## src/rtl/fft_pkg.sv

```systemverilog
// Shared types for the FFT result-side blocks.
package fft_pkg;

    localparam int unsigned BW = 16;

    typedef struct packed {
        logic signed [BW-1:0] re;
        logic signed [BW-1:0] im;
    } cplx_t;

    typedef logic [2*BW-1:0] mag_t;

    typedef enum logic [1:0] {
        IDLE,
        SCAN,
        DRAIN,
        REPORT
    } peak_state_t;

endpackage

```

## src/rtl/mag_sq.sv

```systemverilog
// Two-stage pipelined squared magnitude re^2 + im^2 with valid/tag pass-through.
module mag_sq #(
    parameter int unsigned bit_width = 16,
    parameter int unsigned TAG_W     = 9
) (
    input  logic                   clk,
    input  logic                   reset,
    input  logic                   i_valid,
    input  logic [TAG_W-1:0]       i_tag,
    input  logic [bit_width-1:0]   i_re,
    input  logic [bit_width-1:0]   i_im,
    output logic                   o_valid,
    output logic [TAG_W-1:0]       o_tag,
    output logic [2*bit_width-1:0] o_mag
);

    localparam int unsigned MW = 2 * bit_width;

    logic signed [MW-1:0] w_re_ext;
    logic signed [MW-1:0] w_im_ext;
    logic signed [MW-1:0] w_re_sq;
    logic signed [MW-1:0] w_im_sq;

    logic             r_a_v;
    logic [TAG_W-1:0] r_a_tag;
    logic [MW-1:0]    r_re_sq;
    logic [MW-1:0]    r_im_sq;
    logic             r_b_v;
    logic [TAG_W-1:0] r_b_tag;
    logic [MW-1:0]    r_mag;

    // Sign-extend before squaring so the products are full width; each square is <= 2^(2bw-2).
    assign w_re_ext = MW'($signed(i_re));
    assign w_im_ext = MW'($signed(i_im));
    assign w_re_sq  = w_re_ext * w_re_ext;
    assign w_im_sq  = w_im_ext * w_im_ext;

    // Stage A registers the squares, stage B the sum (max 2^(2bw-1), never overflows).
    always_ff @(posedge clk or negedge reset) begin
        if (!reset) begin
            r_a_v   <= 1'b0;
            r_a_tag <= '0;
            r_re_sq <= '0;
            r_im_sq <= '0;
            r_b_v   <= 1'b0;
            r_b_tag <= '0;
            r_mag   <= '0;
        end else begin
            r_a_v   <= i_valid;
            r_a_tag <= i_tag;
            r_re_sq <= w_re_sq;
            r_im_sq <= w_im_sq;
            r_b_v   <= r_a_v;
            r_b_tag <= r_a_tag;
            r_mag   <= r_re_sq + r_im_sq;
        end
    end

    assign o_valid = r_b_v;
    assign o_tag   = r_b_tag;
    assign o_mag   = r_mag;

endmodule

```

## src/rtl/fft_peak_reader.sv

```systemverilog
// Scans FFT bins MIN_BIN..N/2-1 after done rises and reports the strongest bin.
module fft_peak_reader
    import fft_pkg::*;
#(
    parameter int unsigned bit_width = 16,
    parameter int unsigned M         = 9,
    parameter int unsigned N         = 512,
    parameter int unsigned MIN_BIN   = 1,
    parameter int unsigned RD_LAT    = 1
) (
    input  logic                   clk,
    input  logic                   reset,
    input  logic                   done,
    input  logic [2*bit_width-1:0] wd,
    output logic [M-1:0]           adr,
    output logic                   busy,
    output logic                   peak_valid,
    output logic [M-1:0]           peak_bin,
    output logic [2*bit_width-1:0] peak_mag
);

    localparam int unsigned MW       = 2 * bit_width;
    localparam int unsigned LAST_BIN = N / 2 - 1;
    localparam int unsigned CW       = M + 1;

    peak_state_t   r_state;
    logic          r_done_q;
    logic [M-1:0]  r_adr;
    logic          r_busy;
    logic          r_peak_valid;
    logic [M-1:0]  r_peak_bin;
    logic [MW-1:0] r_peak_mag;
    logic [MW-1:0] r_max;
    logic [M-1:0]  r_best_bin;
    logic [CW-1:0] r_outst;

    logic [RD_LAT-1:0] r_dly_v;
    logic [M-1:0]      r_dly_tag [RD_LAT];

    logic          w_start;
    logic          w_issue;
    logic          w_mag_v;
    logic [M-1:0]  w_mag_tag;
    logic [MW-1:0] w_mag;
    logic          w_take;
    logic [MW-1:0] w_max_nxt;
    logic [M-1:0]  w_bin_nxt;
    logic          w_drained;

    assign w_start   = done & ~r_done_q;
    assign w_issue   = (r_state == SCAN);
    // Strictly greater: bins arrive in ascending order, so a tie keeps the lower bin.
    assign w_take    = w_mag_v && (w_mag > r_max);
    assign w_max_nxt = w_take ? w_mag : r_max;
    assign w_bin_nxt = w_take ? w_mag_tag : r_best_bin;
    // The last outstanding entry may be retiring this very cycle.
    assign w_drained = (r_outst == CW'(w_mag_v));

    // Address tag and valid delayed to line up with the RAM read data.
    always_ff @(posedge clk or negedge reset) begin
        if (!reset) begin
            r_dly_v <= '0;
            for (int i = 0; i < int'(RD_LAT); i++) begin
                r_dly_tag[i] <= '0;
            end
        end else begin
            r_dly_v[0]   <= w_issue;
            r_dly_tag[0] <= r_adr;
            for (int i = 1; i < int'(RD_LAT); i++) begin
                r_dly_v[i]   <= r_dly_v[i-1];
                r_dly_tag[i] <= r_dly_tag[i-1];
            end
        end
    end

    mag_sq #(
        .bit_width (bit_width),
        .TAG_W     (M)
    ) u_mag_sq (
        .clk     (clk),
        .reset   (reset),
        .i_valid (r_dly_v[RD_LAT-1]),
        .i_tag   (r_dly_tag[RD_LAT-1]),
        .i_re    (wd[MW-1:bit_width]),
        .i_im    (wd[bit_width-1:0]),
        .o_valid (w_mag_v),
        .o_tag   (w_mag_tag),
        .o_mag   (w_mag)
    );

    // Count of issued addresses whose magnitude has not yet been compared.
    always_ff @(posedge clk or negedge reset) begin
        if (!reset) begin
            r_outst <= '0;
        end else begin
            case ({w_issue, w_mag_v})
                2'b10:   r_outst <= r_outst + CW'(1);
                2'b01:   r_outst <= r_outst - CW'(1);
                default: r_outst <= r_outst;
            endcase
        end
    end

    // Running maximum, re-armed at the start of every scan.
    always_ff @(posedge clk or negedge reset) begin
        if (!reset) begin
            r_max      <= '0;
            r_best_bin <= '0;
        end else if (r_state == IDLE && w_start) begin
            r_max      <= '0;
            r_best_bin <= M'(MIN_BIN);
        end else begin
            r_max      <= w_max_nxt;
            r_best_bin <= w_bin_nxt;
        end
    end

    // Scan sequencer with registered address, busy and report outputs.
    always_ff @(posedge clk or negedge reset) begin
        if (!reset) begin
            r_state      <= IDLE;
            r_done_q     <= 1'b0;
            r_adr        <= '0;
            r_busy       <= 1'b0;
            r_peak_valid <= 1'b0;
            r_peak_bin   <= '0;
            r_peak_mag   <= '0;
        end else begin
            r_done_q     <= done;
            r_peak_valid <= 1'b0;
            case (r_state)
                IDLE: begin
                    r_adr <= '0;
                    if (w_start) begin
                        r_state <= SCAN;
                        r_adr   <= M'(MIN_BIN);
                        r_busy  <= 1'b1;
                    end
                end
                SCAN: begin
                    if (r_adr == M'(LAST_BIN)) begin
                        r_state <= DRAIN;
                        r_adr   <= '0;
                    end else begin
                        r_adr <= r_adr + M'(1);
                    end
                end
                DRAIN: begin
                    if (w_drained) begin
                        r_state      <= REPORT;
                        r_peak_valid <= 1'b1;
                        r_peak_bin   <= w_bin_nxt;
                        r_peak_mag   <= w_max_nxt;
                    end
                end
                REPORT: begin
                    r_state <= IDLE;
                    r_busy  <= 1'b0;
                end
                default: r_state <= IDLE;
            endcase
        end
    end

    assign adr        = r_adr;
    assign busy       = r_busy;
    assign peak_valid = r_peak_valid;
    assign peak_bin   = r_peak_bin;
    assign peak_mag   = r_peak_mag;

endmodule
```

## config.mk

```make
export PLATFORM = sky130hd
export DESIGN_NAME = fft_peak_reader
export DESIGN_NICKNAME = d
export VERILOG_FILES = /design/src/rtl/fft_pkg.sv /design/src/rtl/mag_sq.sv /design/src/rtl/fft_peak_reader.sv
export SDC_FILE = /design/constraint.sdc
export NUM_CORES = 2
export LEC_CHECK = 0
export BUFFER_PORTS_ARGS = -buffer_cell sky130_fd_sc_hd__buf_2
export CAP_MARGIN = 25
export CORE_UTILIZATION = 40
export DETAILED_ROUTE_END_ITERATION = 10
export PLACE_DENSITY = 0.57
export SLEW_MARGIN = 40
export SYNTH_ARGS = -nofsm -noshare
export SYNTH_HDL_FRONTEND = slang
export SYNTH_HIERARCHICAL = 1
export SYNTH_SLANG_ARGS = --single-unit
```

## constraint.sdc

```tcl
create_clock -name clk -period 3.9 [get_ports clk]
set_input_delay 0 -clock clk [delete_from_list [all_inputs] [get_ports clk]]
set_output_delay 0 -clock clk [all_outputs]
set_load 0.005 [all_outputs]
```

# --- Yosys cells after proc, flatten, opt, wreduce, memory -nomap -nowiden ---
# Cells that the tools add are included.
totals:
  out_inout_bits: 52
  ff_bits: 232
  in_bits: 35
  elab_cells: 63
op_classes:
  n_mux: 16
  n_addsub: 4
  n_eq_ne: 10
  n_lt_le_gt_ge: 1
  bitwise: 2
  n_mul: 2
  reduce_logical: 9
ops:
  columns: ["operator", "n"]
  rows:
  - ["16-bit by 16-bit multiplier with 32-bit output", 2]
  - ["32-bit 2-to-1 mux", 2]
  - ["32-bit adder", 1]
  - ["32-bit greater-than comparator", 1]
  - ["9-bit 2-to-1 mux", 3]
  - ["10-bit one-hot mux with 2 select lines", 1]
  - ["9-bit one-hot mux with 2 select lines", 1]
  - ["10-bit by 1-bit adder with 10-bit output (second input constant)", 1]
  - ["10-bit by 1-bit equality test with 1-bit output", 1]
  - ["10-bit by 1-bit subtractor with 10-bit output (second input constant)", 1]
  - ["9-bit by 1-bit adder with 9-bit output (second input constant)", 1]
  - ["9-bit by 8-bit equality test with 1-bit output (second input constant)", 1]
  - ["2-bit one-hot mux with 4 select lines", 1]
  - ["2-bit equality test (second input constant)", 3]
  - ["2-bit 2-to-1 mux", 3]
  - ["2-bit nonzero test", 3]
  - ["2-bit by 1-bit equality test with 1-bit output (second input constant)", 2]
  - ["1-bit 2-to-1 mux", 4]
  - ["2-bit != test (second input constant)", 2]
  - ["2-bit AND reduction", 2]
  - ["3-bit AND reduction", 1]
  - ["1-bit logical AND", 2]
  - ["2-bit zero test", 1]
  - ["2-bit by 1-bit != test with 1-bit output (second input constant)", 1]
  - ["3 further kinds", 3]

# --- Longest topological paths before layout ---
depth:
  word_depth: 4
  depth_mapped: 24
  ltp_nobuf: 23

# --- Cells and area by module ---
# The synthesis kept the hierarchy.
by_module_without_submodules:
  columns: ["module", "seq_area_each_um2", "n_inst", "cells_each", "area_each_um2"]
  rows:
  - ["mag_sq", 2852.7, 1, 2288, 22152.5]
  - ["fft_peak_reader", 2902.8, 1, 605, 6192.2]

# --- Least setup slack after synthesis ---
# Ideal clock, no wire load.
synth_path:
  path_kind: "input -> register"
  startpoint: "in wd[15]"
  endpoint: "reg u_mag_sq.r_im_sq[30]"
  setup_slack_ns: -1.875
  stages: 20
  t_arrival_ns: 5.653
  path_cell_list: "clkbuf_1 -> buf_1 -> nand2_1 -> fa_1 -> inv_1 -> fa_1 -> fa_1 -> fa_1 -> fa_1 -> inv_1 -> fa_1 -> inv_1 -> ha_1 -> nand4_1 -> or3_1 -> a211oi_2 -> nor4_1 -> o31ai_1 -> a21oi_1 -> xnor2_1"
synth_between:
  elab_chain_cells: 1
synth_rtl:
  columns: ["item", "line", "text"]
  rows:
  - ["from (decl)", "fft_peak_reader.sv:14", "input logic [2*bit_width-1:0] wd,"]
  - ["16-bit by 16-bit multiplier with 32-bit output", "mag_sq.sv:36", "assign w_im_sq = w_im_ext * w_im_ext;"]
  - ["net u_mag_sq.w_im_sq[30]", "mag_sq.sv:22", "logic signed [MW-1:0] w_im_sq;"]
  - ["to (signal assigned)", "mag_sq.sv:52", "r_im_sq <= w_im_sq;"]
  - ["to (decl)", "mag_sq.sv:27", "logic [MW-1:0] r_im_sq;"]
# The timed path passes the listed nets, and every way through them passes these cells.
# A chain may end at the register's enable or synchronous reset.

# --- Final worst setup path ---
# Ends and elaborated chain as after synthesis.

==> impl_metrics.toml <==
[outcome]
status = "finished with violations"
violations = "setup timing"

[routing]
drt_iter0_markers = 927
final_antenna_net_count = 0
first_pass_iters = 7
finalWirelength_um = 67700
drc_errors = 0
post_drt_wl_per_cell_um = 15.6
vias_per_cell = 4.87
num_vias = 21200

[clock_network]
cts_tree = "built"
clockBufferDepth = 3
root_buffer = "clkbuf_16"
cts_buffers = 26
path_clk_slew_ns = 0.06
cts.sinks = 230
clk_latency_ns = 0.54
ctsHtreeMaxLevel = 1

[synthesis]
synth_cell_types = 80
yosys_warnings = 6
ys_ff_latch = 230
synth-main-ff-cell = "dfrtp_1"
seq_area_frac_synth_pct = 20.3
postSynth.asyncResetShare_pct = 100
synth_edf_count = 0
synthCells = 2893
synth_area_per_cell_sq_um = 9.80
synth_fp_nets = 3653
mappedNetlistArea_sq_um = 28300

[grt]
grt_usage_pct = 19.7
grt_first_pass_wirelength_um = 115000
antenna_found_initial = 0
gr-total-overflow = 0
grt_max_degree = 84
grt_pass1_vias = 23700

[sta]
setup_viol = 44
fin_setup_tns_ns = -26.15
fmax_ghz = 0.205
setup_slack_ns = -0.986
worstMarginPinSlew_ns = 0.692
min_period_ns = 4.89
timing.final.crit_share_pct = 125
fin_skew_ns = 0.0218
slew_headroom_pct = 53.8
final_max_slew_viol_count = 0
rsz0062_at_grt = "true"
finalHoldViolCount = 0

[floorplan]
die-width_um = 268
dieHeight_um = 268
start_util_pct = 40.5
num_rows = 97
pin_count = 87
die_area_sq_um = 71900
core-area_sq_um = 70000

[setup_path]
crit_fanout = 3
path_buf_inv = 5
path_delay_family = "adder cells"
path_cells = "buf_8 -> buf_6 -> and2_4 -> fa_2 -> buf_12 -> fa_2 -> fa_1 -> fa_1 -> fa_1 -> inv_1 -> fa_1 -> inv_2 -> ha_4 -> nand4_1 -> or3_4 -> a211oi_4 -> nor4_2 -> o31ai_1 -> a21oi_1 -> xnor2_1"
cp.required_ns = 4.31
path_common_cell = "fa_1"
worst_path_max_delay_cell = "fa_2"
critPathArrivalTime_ns = 5.30
max_stage_delay_ns = 0.60
worstSetupEndpointType = "flop"
start_kind = "primary input"
worstSetupPathType = "primary input to flop"

[finish]
nets = 4156
drive_above_1_share_pct = 29.1
regArea_sq_um = 5760
syn_to_final_growth_pct = 28.3
final_area_sq_um = 36400
antenna_cells = 0
multi_input_area_sq_um = 21200
postLayoutCoreUtil_pct = 51.9
nFillCells = 6311

[job]
maxCapViolCount = 0

[place]
post-place-ws_ns = -1.68
io_buffer_count = 86
hpwl_um = 56300
gp_congestion = 0.867
dpl-instance-area_sq_um = 33300

[worst_hold_path]
hold_class = "primary input to flop"
## stage by stage
stage                     std cells  hold slack [ns]
after global placement         4231            0.143
final                          4356           0.0335
after global routing           4356           0.0193
after detailed placement       4235          -0.0331
after CTS                      4342          0.00969
after floorplan                2893           -0.296
## synthesized netlist by cell type (9+ instances only)
library cell	n	share of area [%]
a21oi_1	124	2.2
o21a_1	12	0.32
o31ai_1	11	0.29
nor2_1	142	1.9
nor2b_1	15	0.33
or2_2	9	0.20
clkbuf_1	61	0.81
xnor2_1	91	2.8
o21ai_2	40	1.2
and2_1	85	1.9
a211oi_1	15	0.40
dfrtp_1	230	20
inv_1	704	9.3
a31o_2	9	0.28
fa_1	469	33
xor2_1	30	0.93
nand2_1	197	2.6
a31oi_1	49	1.1
and3_1	20	0.44
nand3_1	44	0.78
nand3_2	19	0.67
ha_1	256	11
o211ai_1	14	0.37
o21ai_0	50	0.88
nand2b_1	16	0.35
nand4_1	16	0.35
a21o_1	35	0.93
nor3_1	17	0.30
## final timing paths
kind	cells after the start	slack, ns	start	end
min in group asynchronous	3	0.42	reset	adr[6]
worst max-delay path	20	-0.99	wd[15]	u_mag_sq/r_im_sq[30]
worst min register to register	0	0.35	r_dly_tag[6]	u_mag_sq/r_a_tag[6]
worst min-delay path	5	0.03	wd[0]	u_mag_sq/r_im_sq[2]
max in group asynchronous	5	2.36	reset	u_mag_sq/r_im_sq[3]
worst max register to register	11	0.68	r_state[1]	r_outst[9]
## logic make-up (layout without fill, tap and decap cells)
kind of cell,after synthesis,in the layout,share of synthesized area (%)
AND/OR/NAND/NOR,613,613,10.8
multiplexers,5,5,0.177
XOR/XNOR,121,121,3.74
buffers and inverters,784,1307,10.6
flip-flops,230,230,20.3
AO/OA/AOI/OAI,415,415,9.95
adder cells (fa/ha/maj),725,725,44.4
## final cells by class
type                       instances  share of cell area (%)
timing repair buffer             555                    13.0
tap                              940                    3.23
multi-input combinational       1879                    58.2
clock buffer                      41                    2.19
inverter                         704                    7.30
sequential                       230                    15.8
clock inverter                     7                   0.272
## worst min-delay path, stage by stage
cell and delay [ns]:
buf_6 0.09, buf_12 0.10, nor2b_1 0.04, buf_4 0.15, buf_4 0.13
## placed cells by master (no fill, tap or decap), types with 21 or more instances in the layout
| cell type | n |
|---|---|
| a21o_1 | 35 |
| a21oi_1 | 96 |
| a21oi_2 | 23 |
| a31oi_1 | 42 |
| and2_1 | 63 |
| and2_4 | 22 |
| buf_12 | 21 |
| buf_2 | 54 |
| buf_4 | 392 |
| buf_6 | 63 |
| clkbuf_16 | 26 |
| dfrtp_1 | 230 |
| fa_1 | 433 |
| fa_2 | 36 |
| ha_1 | 216 |
| ha_4 | 38 |
| inv_1 | 653 |
| inv_2 | 47 |
| nand2_1 | 164 |
| nand2_2 | 23 |
| nand3_1 | 40 |
| nand3_2 | 21 |
| nor2_1 | 116 |
| o21ai_0 | 37 |
| o21ai_2 | 48 |
| xnor2_1 | 78 |
| xor2_1 | 28 |
## flip-flops by register name, indices dropped and copies added (netlist names), 2 cells and up
signal,count
r_dly_tag,9
u_mag_sq/r_a_tag,9
peak_bin,9
u_mag_sq/o_mag,32
r_max,32
r_state,2
r_outst,10
peak_mag,32
u_mag_sq/r_re_sq,31
r_best_bin,9
u_mag_sq/r_im_sq,31
adr,9
u_mag_sq/o_tag,9
## what timing repair did
| action | 4_1_cts | 5_1_grt |
|---|---|---|
| hold buffers | 6 | 0 |
| setup endpoints to repair | 44 | 47 |
| hold endpoints to repair | 131 | 0 |
| setup buffers | 59 | 21 |
| gates resized for setup | 305 | 114 |
| pin swaps | 168 | 99 |
## layer usage
metal	vias to the layer above	wire [um]	track usage (%)
met4	0	1550	4.40
met5	-	0	0
li1	10000	-	-
met3	94	2040	1.83
met1	10800	28900	24.8
met2	302	35300	36.4
Power is left out: the tool's default activity adds up to more than one toggle a clock period on the data nets, which glitch-free logic cannot reach.
